**config.mk**
```make
export PLATFORM = sky130hd
export DESIGN_NAME = dummy_accelerator_issuer
export DESIGN_NICKNAME = d
export VERILOG_FILES = /design/src/rtl/dummy_accelerator_issuer.sv
export SDC_FILE = /design/constraint.sdc
export NUM_CORES = 1
export LEC_CHECK = 0
export CORE_UTILIZATION = 50
export DETAILED_ROUTE_END_ITERATION = 6
export HOLD_SLACK_MARGIN = 0.06
export PLACE_DENSITY = 0.79
export RECOVER_POWER = 100
export REMOVE_ABC_BUFFERS = 1
export SYNTH_ARGS = -nofsm -noshare
export SYNTH_HDL_FRONTEND = slang
export SYNTH_SLANG_ARGS = --single-unit
```
**constraint.sdc**
```tcl
create_clock -name clk_i -period 2.8 [get_ports clk_i]
set_input_delay 0.56 -clock clk_i [delete_from_list [all_inputs] [get_ports clk_i]]
set_output_delay 0.56 -clock clk_i [all_outputs]
set_load 0.02 [all_outputs]
```
**src/rtl/dummy_accelerator_issuer.sv**
```systemverilog
// Core-side issuer for the dummy accelerator: tags ops, reorders results in a ROB, writes back in order.
// Optional head watchdog enabled with `define ACC_ISSUER_TIMEOUT_EN.
module dummy_accelerator_issuer #(
  parameter int WIDTH     = 32,
  parameter int IMM_WIDTH = 11,
  parameter int RD_WIDTH  = 5,
  parameter int DEPTH     = 4,
  parameter int TIMEOUT   = 256,
  localparam int IDX_W    = $clog2(DEPTH),
  localparam int TAG_W    = IDX_W + 1
) (
  input  logic                 clk_i,
  input  logic                 rst_ni,
  input  logic                 flush_i,
  input  logic                 issue_valid_i,
  output logic                 issue_ready_o,
  input  logic [WIDTH-1:0]     issue_rs1_i,
  input  logic [IMM_WIDTH-1:0] issue_imm_i,
  input  logic [RD_WIDTH-1:0]  issue_rd_i,
  output logic                 acc_valid_o,
  input  logic                 acc_ready_i,
  output logic [WIDTH-1:0]     acc_rs1_o,
  output logic [IMM_WIDTH-1:0] acc_imm_o,
  output logic [TAG_W-1:0]     acc_tag_o,
  input  logic                 res_valid_i,
  output logic                 res_ready_o,
  input  logic [WIDTH-1:0]     res_data_i,
  input  logic [TAG_W-1:0]     res_tag_i,
  output logic                 wb_valid_o,
  input  logic                 wb_ready_i,
  output logic [RD_WIDTH-1:0]  wb_rd_o,
  output logic [WIDTH-1:0]     wb_data_o,
  output logic                 wb_err_o,
  output logic                 spurious_o
);

  localparam logic [IDX_W:0] DEPTH_C = (IDX_W + 1)'(DEPTH);

  logic [DEPTH-1:0]    alloc_q, done_q;
  logic [RD_WIDTH-1:0] rd_q   [DEPTH];
  logic [WIDTH-1:0]    data_q [DEPTH];
  logic [IDX_W-1:0]    head_q, tail_q;
  logic [IDX_W:0]      count_q;
  logic                epoch_q;
  logic                spurious_q;

  logic             full, issue_fire, retire, res_accept, wd_expire;
  logic [IDX_W-1:0] res_idx;
  logic             res_epoch;

  assign full          = (count_q == DEPTH_C);
  assign acc_valid_o   = issue_valid_i & ~full & ~flush_i;
  assign issue_ready_o = acc_ready_i & ~full & ~flush_i;
  assign issue_fire    = issue_valid_i & issue_ready_o;
  assign acc_rs1_o     = issue_rs1_i;
  assign acc_imm_o     = issue_imm_i;
  assign acc_tag_o     = {epoch_q, tail_q};
  assign res_ready_o   = 1'b1;

  // A result lands only if it belongs to the current epoch and targets a still-pending entry
  assign res_idx    = res_tag_i[IDX_W-1:0];
  assign res_epoch  = res_tag_i[IDX_W];
  assign res_accept = res_valid_i & ~flush_i & (res_epoch == epoch_q)
                    & alloc_q[res_idx] & ~done_q[res_idx];

  assign wb_valid_o = alloc_q[head_q] & done_q[head_q];
  assign wb_rd_o    = rd_q[head_q];
  assign wb_data_o  = data_q[head_q];
  assign retire     = wb_valid_o & wb_ready_i & ~flush_i;
  assign spurious_o = spurious_q;

`ifdef ACC_ISSUER_TIMEOUT_EN
  localparam int WD_W = $clog2(TIMEOUT + 1);
  logic [WD_W-1:0]  wd_q;
  logic [DEPTH-1:0] err_q;
  logic             wd_run;

  assign wd_run    = alloc_q[head_q] & ~done_q[head_q];
  // A real result arriving for the head in the expiry cycle wins over the timeout
  assign wd_expire = wd_run & (wd_q == WD_W'(TIMEOUT - 1)) & ~flush_i
                   & ~(res_accept & (res_idx == head_q));
  assign wb_err_o  = wb_valid_o & err_q[head_q];

  always_ff @(posedge clk_i or negedge rst_ni) begin
    if (!rst_ni) begin
      wd_q  <= '0;
      err_q <= '0;
    end else if (flush_i) begin
      wd_q  <= '0;
      err_q <= '0;
    end else begin
      if (retire || wd_expire || !wd_run) wd_q <= '0;
      else                                wd_q <= wd_q + 1'b1;
      if (issue_fire) err_q[tail_q] <= 1'b0;
      if (wd_expire)  err_q[head_q] <= 1'b1;
    end
  end
`else
  assign wd_expire = 1'b0;
  assign wb_err_o  = 1'b0;
`endif

  always_ff @(posedge clk_i or negedge rst_ni) begin
    if (!rst_ni) begin
      alloc_q    <= '0;
      done_q     <= '0;
      head_q     <= '0;
      tail_q     <= '0;
      count_q    <= '0;
      epoch_q    <= 1'b0;
      spurious_q <= 1'b0;
      for (int i = 0; i < DEPTH; i++) begin
        rd_q[i]   <= '0;
        data_q[i] <= '0;
      end
    end else begin
      spurious_q <= res_valid_i & ~res_accept;
      if (flush_i) begin
        alloc_q <= '0;
        done_q  <= '0;
        head_q  <= '0;
        tail_q  <= '0;
        count_q <= '0;
        epoch_q <= ~epoch_q;
      end else begin
        if (issue_fire) begin
          alloc_q[tail_q] <= 1'b1;
          done_q[tail_q]  <= 1'b0;
          rd_q[tail_q]    <= issue_rd_i;
          tail_q          <= tail_q + 1'b1;
        end
        if (res_accept) begin
          data_q[res_idx] <= res_data_i;
          done_q[res_idx] <= 1'b1;
        end
        if (wd_expire) begin
          data_q[head_q] <= '0;
          done_q[head_q] <= 1'b1;
        end
        if (retire) begin
          alloc_q[head_q] <= 1'b0;
          head_q          <= head_q + 1'b1;
        end
        count_q <= count_q + (IDX_W + 1)'(issue_fire) - (IDX_W + 1)'(retire);
      end
    end
  end

endmodule

```
==> results of run 1 <==
## final cells by class
cell class                      count  share of cell area [%]
Clock buffer                       23                    5.10
Multi-Input combinational cell    270                    34.0
Tap cell                          216                    2.88
Clock inverter                      9                    1.06
Timing Repair Buffer              111                    12.2
Inverter                           15                   0.601
Sequential cell                   165                    44.1
## power by group
group / switching (mW) / internal, mW
combinational: 0.374 / 0.450
sequential: 0.105 / 2.57
clock: 0.903 / 1.38
total: 1.38 / 4.40
## synthesized netlist by cell type, types with 2 or more instances
cell type | count | area, µm²
buf_12 | 3 | 60.1
nand4_1 | 2 | 12.5
nor3_4 | 4 | 65.1
o21ai_0 | 5 | 25.0
inv_1 | 15 | 56.3
mux2_4 | 46 | 691
a211oi_1 | 6 | 45.0
o31a_1 | 5 | 43.8
mux4_2 | 37 | 833
buf_6 | 10 | 113
conb_1 | 2 | 7.51
a311oi_1 | 2 | 17.5
buf_4 | 47 | 353
nand2_1 | 9 | 33.8
ha_1 | 10 | 125
xor2_1 | 2 | 17.5
dfrtp_1 | 165 | 4130
nand4b_1 | 3 | 26.3
clkbuf_1 | 5 | 18.8
and3b_1 | 3 | 26.3
nand4_2 | 3 | 37.5
nor3b_2 | 2 | 25.0
nor2_1 | 3 | 11.3
buf_2 | 6 | 30.0
and3_1 | 4 | 25.0
mux2_2 | 101 | 1140
## cell families after synthesis
logic type | count (synthesis) | synth area share, %
and+or+nand+nor | 45 | 4.47
muxes | 186 | 32.8
DFF | 165 | 50.5
adders and majority gates | 11 | 1.78
AOI/OAI and AO/OA | 22 | 2.04
buffers and inverters | 86 | 7.72
other | 2 | 0.0919
xor gates and xnor gates | 4 | 0.521
## timing repair
item,CTS,global route
setup buffers,0,0
endpoints found under the setup margin,7,26
resized for setup,5,22
gates cloned,0,0
## sequential cells by signal (all words and copies together), names as in the netlist
name / flops
spurious_o: 1
alloc_q: 4
tail_q: 2
epoch_q: 1
head_q: 2
rd_q: 20
done_q: 4
data_q: 128
count_q: 3
## final timing paths
path	start	endpoint	slack, ns	cells past startpoint
max in group asynchronous	rst_ni	data_q[45]	0.59	2
min in group clk_i	data_q[1]	data_q[1]	0.48	1
setup / recovery	head_q[0]	wb_data_o[12]	0.06	3
hold reg to reg	data_q[1]	data_q[1]	0.48	1
hold / removal	rst_ni	data_q[9]	0.48	1
setup reg to reg	head_q[0]	count_q[2]	0.30	11
## routing by layer
layer	wire length, µm	vias up	global-route usage, %
li1	-	1978	-
met1	7750	2393	30.6
met2	8510	182	34.5
met3	1650	23	11.1
met4	298	4	7.18
met5	110	-	5.00
## cell usage in the layout (no fill, tap or decap), types with 8 or more instances in the layout
cell type and instances:
mux2_1 45, buf_4 8, dfrtp_1 163, clkdlybuf4s50_1 60, mux2_2 99, ha_1 10
nand2_1 9, mux4_2 37, clkbuf_16 17, inv_1 15, dlymetal6s2s_1 21
==> out/results.txt, run 1 <==
status: finished clean
Post-Route WL: 18.3 mm
hpwl dp: 12.3 mm
hold slack: 0.483 ns
Final setup viols: 0
Hold Vio Cnt, Final: 0
Least-Margin Pin Slew: 1.46 ns
Die H: 130 µm
synthesized instance count: 521
via count: 4580
Finished Layout Cells: 809
Max Fclk: 365 MHz
Clock Latency Late Sink: 0.42 ns
RSZ-0062 raised after global routing: true
post-synthesis register bit count: 165
post-DR vias/cell: 5.66
synth-to-layout area growth: 14.7%
Clock Skew: 0.00809 ns
multi-input logic area: 3190 µm²
I/O Pins: 179
IR drop worst, VDD: 464 µV
iteration-0 DRC count of the detailed router: 256
CP arrival: 2.18 ns
most common flop cell mapped by yosys: dfrtp_1
Reg clk slew, reported paths: 0.06 ns
Placed Cells: 777
Hold/Removal Path Class: in2async
Fin Setup TNS: 0 ns
CP delay by family, top: buffers and inverters
gpl congestion: 0.836
Clock Tree Root: clkbuf_16
fin nets: 681
Avg Inst Size Synth: 15.7 µm²
Setup CP Type: reg2out
initial antenna violation count: 0
CTS tree: built
Final Cycle Share: 97.7%
Initial Utilization: 51.2%
async set or reset register ratio after synthesis: 100%
clock period minus worst slack: 2.74 ns
Port Buffers: 90
number of distinct library cells after synthesis: 47
n_diodes: 0
Core ar.: 15900 µm²
Cell Area, Placed: 9000 µm²
register area share after synthesis: 50.5%
# rows: 46
Reg area: 4130 µm²
max_cap viols: 0
Power Density: 617 nW/µm²
Worst setup SP type: register
Max Buffers Root-to-Sink: 2
WL per Instance: 22.6 µm
maximum fanout along the worst path: 22
GRT Total Usage: 23.5%
H-tree levels: 4
DP Worst Slack: 0.0370 ns
Remaining Overflow, GRT: 0
Synthesis Warnings: 0
number of CTS-inserted buffers: 17
largest net degree at the start of global routing: 68
Core Util, Final: 58.8%
vias in the first global route: 4961
relative max-transition margin: 2.70%
fin area: 9370 µm²
Crit path largest cell delay: 0.55 ns
number of synthesized flops with an enable pin: 0
Post-Synthesis Cell Area: 8170 µm²
share of cells above drive strength 1: 33.1%
number of remaining DRC errors: 0
static leakage: 4.77 nW
die footprint: 16900 µm²
critical path data required time: 2.24 ns
CTS Hold Bufs: 0
Design Power: 5.78 mW
Setup WS post-layout: 0.0631 ns
max-slew violation count: 0
CP max-delay cell: clkdlybuf4s50_1
first-pass GRT wire length: 28.8 mm
die span in x: 130 µm
First-pass DRT Iterations: 4
sum of buffers and inverters on the critical path: 2
critical path cell sequence: buf_12 -> mux4_2 -> clkdlybuf4s50_1
endpoint class of the critical path: output port
fill count: 1261
remaining antenna violation count: 0
CTS sink count: 165
Note: power is estimated with default switching activity, not from simulation.
==> run 2: changes to the inputs <==
--- a/config.mk
+++ b/config.mk
@@ -5,10 +5,11 @@
 export SDC_FILE = /design/constraint.sdc
 export NUM_CORES = 1
 export LEC_CHECK = 0
-export CORE_UTILIZATION = 50
+export CORE_UTILIZATION = 30
+export CTS_CLUSTER_SIZE = 24
 export DETAILED_ROUTE_END_ITERATION = 6
 export HOLD_SLACK_MARGIN = 0.06
-export PLACE_DENSITY = 0.79
+export PLACE_DENSITY = 0.52
 export RECOVER_POWER = 100
 export REMOVE_ABC_BUFFERS = 1
 export SYNTH_ARGS = -nofsm -noshare
==> run 2 against run 1 <==
Net effect:
- critical path type unchanged
- critical endpoint is now wb_data_o[31]
- final cell count is 16% higher
- first-iteration DRC count is 18% lower
- routed wire length is 8.9% higher
==> out/results.txt, run 2 (synthesis gave the netlist of run 1 again) <==
sum of buffers and inverters on the critical path: 2 (unchanged)
Top reg by flops: data_q
Final setup viols: 0 (unchanged)
synth-to-layout area growth: 16.3%
IR drop worst, VDD: 351 µV (-24%)
Reg clk slew, reported paths: 0.06 ns (about the same)
Fin Setup TNS: 0 ns (unchanged)
fin area: 9500 µm² (+1.5%)
H-tree levels: 4 (unchanged)
CTS sink count: 165 (unchanged)
fin nets: 685 (+0.59%)
Setup CP Type: reg2out
Net Sw Power: 1.49 mW (+8.1%)
commonest non-fill, non-tap cells in the layout: dfrtp_1 (164), mux2_2 (101), clkdlybuf4s50_1 (56), mux2_1 (43), mux4_2 (37)
number of CTS-inserted buffers: 17 (unchanged)
I/O Pins: 179 (unchanged)
Logic pwr share: 13.9% (-0.4 points)
Clock Latency Late Sink: 0.42 ns (about the same)
GRT Total Usage: 15.3% (-8.2 points)
Core ar.: 26800 µm² (+68%)
Cell Area, Placed: 9220 µm² (+2.4%)
WL per Instance: 21.3 µm (-6.1%)
gpl congestion: 0.788 (-5.8%)
max reg flops: 128 (unchanged)
critical path data required time: 2.24 ns (about the same)
maximum fanout along the worst path: 33 (+50%)
First-pass DRT Iterations: 4 (unchanged)
Seq pwr share: 45.2% (-1.1 points)
CP arrival: 2.16 ns (-0.02 ns)
clock period minus worst slack: 2.72 ns (-0.0130 ns)
Max Fclk: 367 MHz (+0.48%)
fill count: 2555 (+100%)
die span in x: 167 µm (+29%)
Max Buffers Root-to-Sink: 2 (unchanged)
relative max-transition margin: 18.2% (+15 points)
# rows: 60 (+30%)
endpoint class of the critical path: output port
max-slew violation count: 0 (unchanged)
Worst setup SP type: register
clock power share: 40.9% (+1.4 points)
share of cells above drive strength 1: 34.3% (+1.3 points)
largest net degree at the start of global routing: 77 (+13%)
first-pass GRT wire length: 32.0 mm (+11%)
CTS tree: built
Power Density: 620 nW/µm² (+0.58%)
CP delay by family, top: buffers and inverters
n_diodes: 0 (unchanged)
most common cell after layout, fill and taps aside: dfrtp_1
Remaining Overflow, GRT: 0 (unchanged)
internal power: 4.40 mW (+0.13%)
hpwl dp: 13.2 mm (+7.2%)
vias in the first global route: 5239 (+5.6%)
remaining antenna violation count: 0 (unchanged)
via count: 4594 (+0.31%)
Hold/Removal Path Class: reg2reg
initial antenna violation count: 0 (unchanged)
Die H: 167 µm (+29%)
status: finished clean
Clock Tree Root: clkbuf_16
die footprint: 27900 µm² (+66%)
Net Sw Frac: 25.3% (+1.4 points)
iteration-0 DRC count of the detailed router: 209 (-18%)
number of remaining DRC errors: 0 (unchanged)
max_cap viols: 0 (unchanged)
static leakage: 4.48 nW (-6.0%)
Initial Utilization: 30.5% (-21 points)
Final Cycle Share: 97.3% (-0.47 points)
Port Buffers: 90 (unchanged)
Least-Margin Pin Slew: 1.22 ns (-0.241 ns)
post-DR vias/cell: 4.90 (-13%)
Hold Vio Cnt, Final: 0 (unchanged)
critical path cell sequence: buf_16 -> mux4_2 -> clkdlybuf4s50_1
CP max-delay cell: clkdlybuf4s50_1
RSZ-0062 raised after global routing: false
Clock Skew: 0.00929 ns (+0.00120 ns)
Crit path largest cell delay: 0.55 ns (about the same)
Post-Route WL: 19.9 mm (+8.9%)
Top Registers: data_q x128, rd_q x20
## run 2: repair_timing
action	in CTS	in global routing
resized for setup	14	15
endpoints found under the setup margin	33	15
setup buffers	4	0
hold buffers	1	0
endpoints found under the hold margin	29	0
## run 2: area by class of cell
type | count | area [µm²] | area share, %
Clock inverter | 14 | 175 | 1.84
Multi-Input combinational cell | 270 | 3230 | 34.0
Timing Repair Buffer | 115 | 1050 | 11.1
Tap cell | 341 | 427 | 4.49
Sequential cell | 165 | 4130 | 43.5
Inverter | 15 | 56.3 | 0.592
Clock buffer | 18 | 429 | 4.52
## run 2: power groups by stage
stage	sequential (mW)	clock, mW	combinational (mW)
floorplan	2.69	0	0.470
global placement	2.69	0	0.909
detailed placement	2.71	0	0.929
CTS	2.67	2.50	0.913
global route	2.69	2.60	0.886
finish	2.66	2.41	0.820
## run 2: metal layers
layer	share of wire (%)	GRT usage, %	wire length (µm)	vias to the layer above
met5	0.42	2.61	84	-
met4	1.2	3.95	235	2
met3	7.4	6.27	1470	26
met2	48	24.2	9620	150
met1	43	19.0	8530	2428
li1	-	-	-	1988
## run 2: per-stage QoR
step / util (%) / power, mW / setup WS (ns) / hold slack (ns) / std cells
6_report: 35.5 / 5.89 / 0.0762 / 0.486 / 938
5_1_grt: 35.5 / 6.17 / 0.00294 / 0.505 / 938
4_1_cts: 36.8 / 6.08 / 0.00852 / 0.500 / 938
3_5_place_dp: 34.4 / 3.64 / 0.0363 / 0.458 / 901
3_3_place_gp: 34.4 / 3.60 / 0.111 / 0.450 / 901
2_1_floorplan: - / 3.16 / -0.795 / 0.264 / 450
## run 2: worst paths after layout
path | cells after the start | start | to | slack, ns
worst max-delay path | 3 | head_q[1] | wb_data_o[31] | 0.08
worst min-delay path | 1 | data_q[18] | data_q[18] | 0.49
worst max register to register | 11 | head_q[0] | count_q[2] | 0.21
worst min register to register | 1 | data_q[18] | data_q[18] | 0.49
max in group asynchronous | 3 | rst_ni | data_q[117] | 0.80
min in group asynchronous | 2 | rst_ni | data_q[34] | 0.59
